===== src/rtl/alu_n_pkg.sv =====
// alu_n_pkg
//   Shared definitions for pipelined_alu_n and its helpers:
//   - MODE_* : 4-bit opcode map (same as the 16-bit combinational ALU)
//   - ST_*   : control state encoding (IDLE / EXEC / DONE)
//   - is_shift() : true for the four iterative shift modes (0-3)
package alu_n_pkg;

   localparam logic [3:0] MODE_SLL    = 4'd0;
   localparam logic [3:0] MODE_ASL    = 4'd1;
   localparam logic [3:0] MODE_SRL    = 4'd2;
   localparam logic [3:0] MODE_SRA    = 4'd3;
   localparam logic [3:0] MODE_ADD    = 4'd4;
   localparam logic [3:0] MODE_SUB    = 4'd5;
   localparam logic [3:0] MODE_AND    = 4'd6;
   localparam logic [3:0] MODE_OR     = 4'd7;
   localparam logic [3:0] MODE_NOTA   = 4'd8;
   localparam logic [3:0] MODE_XOR    = 4'd9;
   localparam logic [3:0] MODE_XNOR   = 4'd10;
   localparam logic [3:0] MODE_NOR    = 4'd11;
   localparam logic [3:0] MODE_ONEHOT = 4'd12;
   localparam logic [3:0] MODE_LTU    = 4'd13;
   localparam logic [3:0] MODE_PASSB  = 4'd14;
   localparam logic [3:0] MODE_LEAD1  = 4'd15;

   localparam logic [1:0] ST_IDLE = 2'd0;
   localparam logic [1:0] ST_EXEC = 2'd1;
   localparam logic [1:0] ST_DONE = 2'd2;

   // Modes 0-3 are the shifts; they share the top two opcode bits.
   function automatic logic is_shift(input logic [3:0] m);
      return (m[3:2] == 2'b00);
   endfunction

endpackage


===== src/rtl/cla_adder_n.sv =====
// cla_adder_n
//   WIDTH-bit adder built as a ripple of 4-bit carry-lookahead groups.
//   Inside a group every carry is computed directly from generate /
//   propagate terms; only the group carry ripples to the next group.
//   WIDTH must be a multiple of 4.
// Ports:
//   a_i, b_i : addends
//   c_i      : carry into bit 0
//   s_o      : sum
//   c_o      : carry out of the MSB
module cla_adder_n #(
   parameter int WIDTH = 16
) (
   input  logic [WIDTH-1:0] a_i,
   input  logic [WIDTH-1:0] b_i,
   input  logic             c_i,
   output logic [WIDTH-1:0] s_o,
   output logic             c_o
);

   localparam int NG = WIDTH / 4;

   logic [WIDTH-1:0] g;
   logic [WIDTH-1:0] p;
   logic [WIDTH-1:0] c;     // carry into each bit position
   logic [NG:0]      gc;    // carry into each 4-bit group

   assign g     = a_i & b_i;
   assign p     = a_i ^ b_i;
   assign gc[0] = c_i;

   for (genvar k = 0; k < NG; k++) begin : g_grp
      logic [3:0] gg;
      logic [3:0] pp;
      logic       c0;

      assign gg = g[4*k +: 4];
      assign pp = p[4*k +: 4];
      assign c0 = gc[k];

      assign c[4*k]   = c0;
      assign c[4*k+1] = gg[0] | (pp[0] & c0);
      assign c[4*k+2] = gg[1] | (pp[1] & gg[0]) | (pp[1] & pp[0] & c0);
      assign c[4*k+3] = gg[2] | (pp[2] & gg[1]) | (pp[2] & pp[1] & gg[0])
                      | (pp[2] & pp[1] & pp[0] & c0);
      assign gc[k+1]  = gg[3] | (pp[3] & gg[2]) | (pp[3] & pp[2] & gg[1])
                      | (pp[3] & pp[2] & pp[1] & gg[0])
                      | (&pp & c0);
   end

   assign s_o = p ^ c;
   assign c_o = gc[NG];

endmodule


===== src/rtl/pipelined_alu_n.sv =====
// pipelined_alu_n
//   Sequential WIDTH-bit ALU with a 16-mode opcode map. Operand sets are
//   accepted through a valid/ready handshake; the result and flags are
//   registered and held until the consumer takes them. Shifts (modes 0-3)
//   move one bit position per clock; every other mode completes at the
//   accept edge.
//
//   Handshake: a transfer happens on a rising edge where valid and ready
//   are both high. On the input side a/b/cin/mode are sampled only at that
//   edge; on the output side y/cout/overflow stay stable while out_valid is
//   high and out_ready is low, and a new operand set may be accepted in the
//   same cycle the old result is taken (no bubble).
//
// Ports:
//   clk, rst            : clock, synchronous active-high reset
//   in_valid / in_ready : operand handshake
//   a, b, cin, mode     : operands, carry-in (mode 4 only), opcode
//                         (b[SHW-1:0] is the shift amount for modes 0-3)
//   out_valid/out_ready : result handshake
//   y, cout, overflow   : registered result and flags
//   busy                : high while an iterative shift is running
module pipelined_alu_n
   import alu_n_pkg::*;
#(
   parameter int WIDTH = 16,
   parameter int SHW   = $clog2(WIDTH)
) (
   input  logic             clk,
   input  logic             rst,
   input  logic             in_valid,
   output logic             in_ready,
   input  logic [WIDTH-1:0] a,
   input  logic [WIDTH-1:0] b,
   input  logic             cin,
   input  logic [3:0]       mode,
   output logic             out_valid,
   input  logic             out_ready,
   output logic [WIDTH-1:0] y,
   output logic             cout,
   output logic             overflow,
   output logic             busy
);

   localparam int               MSB = WIDTH - 1;
   localparam logic [WIDTH-1:0] ONE = WIDTH'(1);

   // ---------------------------------------------------------------
   // State
   // ---------------------------------------------------------------
   logic [1:0]       state_q, state_d;
   logic [WIDTH-1:0] y_q, y_d;
   logic             cout_q, cout_d;
   logic             ovf_q, ovf_d;
   logic [WIDTH-1:0] work_q, work_d;    // operand being shifted
   logic [SHW-1:0]   cnt_q, cnt_d;      // shift steps still to do
   logic [1:0]       shop_q, shop_d;    // which shift (mode[1:0])
   logic             sovf_q, sovf_d;    // sticky sign change for ASL

   logic             accept;
   logic [SHW-1:0]   amt;

   assign amt       = b[SHW-1:0];
   assign out_valid = (state_q == ST_DONE);
   assign busy      = (state_q == ST_EXEC);
   assign in_ready  = (state_q == ST_IDLE) || ((state_q == ST_DONE) && out_ready);
   assign accept    = in_valid && in_ready;
   assign y         = y_q;
   assign cout      = cout_q;
   assign overflow  = ovf_q;

   // ---------------------------------------------------------------
   // Shared adder: subtract is A + ~B + 1 through the same instance.
   // ---------------------------------------------------------------
   logic             is_sub;
   logic [WIDTH-1:0] add_b;
   logic             add_c;
   logic [WIDTH-1:0] add_s;
   logic             add_co;

   assign is_sub = (mode == MODE_SUB);
   assign add_b  = is_sub ? ~b : b;
   assign add_c  = is_sub ? 1'b1 : cin;

   cla_adder_n #(.WIDTH(WIDTH)) u_add (
      .a_i (a),
      .b_i (add_b),
      .c_i (add_c),
      .s_o (add_s),
      .c_o (add_co)
   );

   // ---------------------------------------------------------------
   // Leading-one position: last set bit scanning upward wins.
   // ---------------------------------------------------------------
   logic [WIDTH-1:0] lead1;

   always_comb begin
      lead1 = '0;
      for (int i = 0; i < WIDTH; i++) begin
         if (a[i]) lead1 = WIDTH'(i + 1);
      end
   end

   // ---------------------------------------------------------------
   // Single-cycle result. Shift modes land here only with amount 0,
   // where the result is simply A with no flags.
   // ---------------------------------------------------------------
   logic [WIDTH-1:0] res_y;
   logic             res_c;
   logic             res_o;

   always_comb begin
      res_y = '0;
      res_c = 1'b0;
      res_o = 1'b0;
      case (mode)
         MODE_SLL, MODE_ASL, MODE_SRL, MODE_SRA: res_y = a;
         MODE_ADD: begin
            res_y = add_s;
            res_c = add_co;
            res_o = (a[MSB] == b[MSB]) && (add_s[MSB] != a[MSB]);
         end
         MODE_SUB: begin
            res_y = add_s;
            res_c = add_co;
            res_o = (a[MSB] != b[MSB]) && (add_s[MSB] != a[MSB]);
         end
         MODE_AND:    res_y = a & b;
         MODE_OR:     res_y = a | b;
         MODE_NOTA:   res_y = ~a;
         MODE_XOR:    res_y = a ^ b;
         MODE_XNOR:   res_y = ~(a ^ b);
         MODE_NOR:    res_y = ~(a | b);
         MODE_ONEHOT: res_y = ONE << a[SHW-1:0];
         MODE_LTU:    res_y = (a < b) ? ONE : '0;
         MODE_PASSB:  res_y = b;
         MODE_LEAD1:  res_y = lead1;
         default:     res_y = '0;
      endcase
   end

   // ---------------------------------------------------------------
   // One shift step on the work register.
   // ---------------------------------------------------------------
   logic [WIDTH-1:0] step_w;
   logic             step_ovf;

   always_comb begin
      step_w = work_q;
      case (shop_q)
         MODE_SLL[1:0], MODE_ASL[1:0]: step_w = {work_q[MSB-1:0], 1'b0};
         MODE_SRL[1:0]:                step_w = {1'b0, work_q[MSB:1]};
         default:                      step_w = {work_q[MSB], work_q[MSB:1]};
      endcase
   end

   // A left shift changes the sign exactly when the two top bits differ.
   assign step_ovf = (shop_q == MODE_ASL[1:0]) && (work_q[MSB] != work_q[MSB-1]);

   // ---------------------------------------------------------------
   // Next-state logic
   // ---------------------------------------------------------------
   always_comb begin
      state_d = state_q;
      y_d     = y_q;
      cout_d  = cout_q;
      ovf_d   = ovf_q;
      work_d  = work_q;
      cnt_d   = cnt_q;
      shop_d  = shop_q;
      sovf_d  = sovf_q;

      case (state_q)
         ST_IDLE, ST_DONE: begin
            if ((state_q == ST_DONE) && out_ready) state_d = ST_IDLE;
            if (accept) begin
               if (is_shift(mode) && (amt != '0)) begin
                  state_d = ST_EXEC;
                  work_d  = a;
                  cnt_d   = amt;
                  shop_d  = mode[1:0];
                  sovf_d  = 1'b0;
               end else begin
                  state_d = ST_DONE;
                  y_d     = res_y;
                  cout_d  = res_c;
                  ovf_d   = res_o;
               end
            end
         end

         ST_EXEC: begin
            work_d = step_w;
            cnt_d  = cnt_q - 1'b1;
            sovf_d = sovf_q | step_ovf;
            if (cnt_q == SHW'(1)) begin
               state_d = ST_DONE;
               y_d     = step_w;
               cout_d  = 1'b0;
               ovf_d   = sovf_q | step_ovf;
            end
         end

         default: state_d = ST_IDLE;
      endcase
   end

   // ---------------------------------------------------------------
   // Registers
   // ---------------------------------------------------------------
   always_ff @(posedge clk) begin
      if (rst) begin
         state_q <= ST_IDLE;
         y_q     <= '0;
         cout_q  <= 1'b0;
         ovf_q   <= 1'b0;
         work_q  <= '0;
         cnt_q   <= '0;
         shop_q  <= '0;
         sovf_q  <= 1'b0;
      end else begin
         state_q <= state_d;
         y_q     <= y_d;
         cout_q  <= cout_d;
         ovf_q   <= ovf_d;
         work_q  <= work_d;
         cnt_q   <= cnt_d;
         shop_q  <= shop_d;
         sovf_q  <= sovf_d;
      end
   end

endmodule


===== config.mk =====
export PLATFORM = sky130hd
export DESIGN_NAME = pipelined_alu_n
export DESIGN_NICKNAME = d
export VERILOG_FILES = /design/src/rtl/alu_n_pkg.sv /design/src/rtl/cla_adder_n.sv /design/src/rtl/pipelined_alu_n.sv
export SDC_FILE = /design/constraint.sdc
export NUM_CORES = 1
export LEC_CHECK = 0
export ABC_AREA = 1
export ABC_CLOCK_PERIOD_IN_PS = 9100
export CORE_MARGIN = 8
export CORE_UTILIZATION = 55
export DETAILED_ROUTE_END_ITERATION = 8
export PLACE_DENSITY = 0.81
export REMOVE_ABC_BUFFERS = 1
export SKIP_LAST_GASP = 1
export SLEW_MARGIN = 15
export SYNTH_ARGS = -nofsm -noshare
export SYNTH_HDL_FRONTEND = slang
export SYNTH_SLANG_ARGS = --single-unit

===== constraint.sdc =====
create_clock -name clk -period 9.1 [get_ports clk]
set_clock_uncertainty 0.2 [all_clocks]
set_input_delay 2.275 -clock clk [delete_from_list [all_inputs] [get_ports clk]]
set_output_delay 2.275 -clock clk [all_outputs]
set_load 0.05 [all_outputs]

==> flow_metrics.env <==
export IMPL_status="finished, final reports clean"
export IMPL_power_density_nw_per_um2=114.4
export IMPL_power_leakage_uw=0.002549
export IMPL_crit_type="input port to primary output"
export IMPL_cts_resized=0
export IMPL_gp_congestion=0.9976
export IMPL_die_y_um=110.3
export IMPL_cts_root_buffer="clkbuf_8"
export IMPL_max_freq_mhz=160.0
export IMPL_wirelength_mm=17.40
export IMPL_grt_total_usage_pct=28.58
export IMPL_cp_end_kind="primary output"
export IMPL_max_vdd_ir_drop_mv=0.07421
export IMPL_p_clk_share_pct=20.4
export IMPL_setup_violations=0
export IMPL_ys_warnings_count=0
export IMPL_syn_inst=746
export IMPL_ant_nets=0
export IMPL_cp_required_ps=6630
export IMPL_clk_pin_slew_ps=70
export IMPL_critical_path_max_fanout=3
export IMPL_grt_max_degree=38
export IMPL_synthFlopType="dfxtp_1"
export IMPL_synth_avg_cell_area_um2=6.561
export IMPL_placementRows=34
export IMPL_arrival_ps=3780
export IMPL_cts_inserted_buffers=5
export IMPL_hold_path_class="flip-flop to flip-flop"
export IMPL_fin_nets=900
export IMPL_synth_distinct_cells=42
export IMPL_ctsHoldBuffers=0
export IMPL_synth_most_common_cell="nand2_1"
export IMPL_cts_tree="done"
export IMPL_path_cells="clkdlybuf4s50_1, nor2_1, nor2_1, clkdlybuf4s50_1"
export IMPL_yosysSeqAreaShare_pct=17.59
export IMPL_cts_sinks=43
export IMPL_area_delta_synth_final_pct=15.21
export IMPL_diodes=0
export IMPL_critPathTopFamily="buffers and inverters"
export IMPL_tightest_slew_ps=1156
export IMPL_antenna_found_initial=0
export IMPL_die_area_um2=12170
export IMPL_hold_viol=0
export IMPL_grt_pass1_vias=5387
export IMPL_maxSlewHeadroom_pct=22.93
export IMPL_netlist_area_leader_share_pct=17.59
export IMPL_p_switching_uw=268.6
export IMPL_cp_slowest_cell="clkdlybuf4s50_1"
export IMPL_crit_buf_inv=2
export IMPL_seqPwrFrac_pct=33.7
export IMPL_drc=0
export IMPL_dieWidth_um=110.3
export IMPL_grt_pass1_wl_mm=27.50
export IMPL_synthTopCellsByCount="121 x nand2_1, 92 x inv_1, 82 x a21oi_1"
export IMPL_grt_overflow_total=0
export IMPL_finalMaxSlewViolations=0
export IMPL_async_flop_share_pct=0
export IMPL_yosysTopAreaCell="dfxtp_1"
export IMPL_maxCapViolCount=0
export IMPL_htreeDepth=2
export IMPL_via_per_inst=6.265
export IMPL_startpoint_type="input port"
export IMPL_ys_top_cells_by_area="dfxtp_1 18%, ha_1 17%, nand2_1 9.3%, a21oi_1 8.4%, o21ai_0 7.6%"
export IMPL_cts_setup_buffers=0
export IMPL_ys_ff_latch=43
export IMPL_rsz0062_at_grt="no"
export IMPL_syn_cell_area_um2=4895
export IMPL_coreArea_um2=8678
export IMPL_p_int_uw=376.7
export IMPL_drt_iter0_drc=552
export IMPL_finalPower_uw=645.3
export IMPL_swShare_pct=41.62
export IMPL_via_count=5626
export IMPL_io_pins=62
export IMPL_synth_edff_count=0
export IMPL_io_buffers=61
export IMPL_fin_crit_ps=6251
export IMPL_max_stage_delay_ps=830
export IMPL_cts_path_max_buffers=2
export IMPL_hpwl_mm=13.06
export IMPL_clk_latency_ps=290
export IMPL_wire_per_inst_um=19.38
export IMPL_setup_tns_ps=0
export IMPL_finalCritPeriodShare_pct=68.69
export IMPL_start_util_pct=56.40
export IMPL_combPwrFrac_pct=45.9
export IMPL_drt_first_pass_iters=7
export IMPL_drive_above_1_share_pct=4.177
cell usage in the layout, fill, tap and decap left out, drive strengths merged, types with 2 or more instances in the layout:
| master | n |
|---|---|
| or2 | 3 |
| fa | 4 |
| nor2 | 66 |
| ha | 66 |
| inv | 99 |
| o221ai | 9 |
| nor4 | 4 |
| o2111ai | 3 |
| nor3 | 10 |
| dfxtp | 43 |
| nand4 | 10 |
| o21ai | 76 |
| nand2 | 127 |
| xor2 | 19 |
| o211ai | 7 |
| clkbuf | 8 |
| nand3 | 27 |
| a21oi | 85 |
| o22ai | 11 |
| clkdlybuf4s50 | 61 |
| a211oi | 6 |
| o31ai | 4 |
| a31oi | 19 |
| o21a | 2 |
| a221oi | 13 |
layout make-up:
type / count / area [µm²]
multi-input cells: 577 / 3550
fillers: 821 / 3039
flip-flops and latches: 43 / 860.8
repair buffers: 62 / 618.1
inverters: 100 / 375.4
well taps: 108 / 135.1
clock buffers: 8 / 100.1
worst min-delay path, delay by kind of cell (launching register included):
kind | cells | cell delay [ps]
DFF | 1 | 320
and+or+nand+nor | 1 | 60
AOI/OAI and AO/OA | 1 | 60
stage by stage:
step | setup WS, ps | utilization (%) | cell area, µm² | instances | hold WS [ps]
CTS | 2839 | 64.98 | 5639 | 898 | 281.6
global placement | 2877 | 63.83 | 5539 | 890 | 256.9
floorplan | 3608 | - | 4786 | 720 | 251.8
finish | 2849 | 64.98 | 5639 | 898 | 274.4
global route | 2774 | 64.98 | 5639 | 898 | 300.8
detailed placement | 2813 | 63.83 | 5539 | 890 | 272.9
flip-flops by register name, indices dropped and copies added, names as in the netlist:
register	cells
cnt_q	4
cout	1
overflow	1
shop_q	2
sovf_q	1
state_q	2
work_q	16
y	16
power groups by stage:
stage / Clock [µW] / Sequential, µW / Combinational, µW
after floorplan: 0 / 252 / 155
after global placement: 0 / 220 / 283
after detailed placement: 0 / 221 / 289
after CTS: 133 / 217 / 291
after global routing: 140 / 220 / 324
final: 132 / 218 / 296
kinds of logic after synthesis:
kind of cell | after synthesis | share of synthesized area [%]
buffers and inverters | 126 | 9.893
flip-flops | 43 | 17.59
adder cells (fa/ha/maj) | 70 | 18.51
AO/OA/AOI/OAI | 241 | 28.99
AND/OR/NAND/NOR | 247 | 21.63
XOR/XNOR | 19 | 3.400
per-layer routing:
layer / track usage, % / wire, µm / vias to the layer above
met5: 0 / 0 / -
met4: 11.61 / 554 / 0
met3: 2.791 / 1609 / 45
met2: 47.45 / 8091 / 311
met1: 37.09 / 7147 / 2599
li1: - / - / 2671
path summary, 6_finish.rpt:
kind | start | endpoint | slack [ps] | cells past startpoint
min | cout | cout | 270 | 2
max reg2reg | state_q[0] | y[15] | 5670 | 9
min reg2reg | cout | cout | 270 | 2
max | out_ready | in_ready | 2850 | 4
Note: power is estimated with default switching activity, not from simulation.
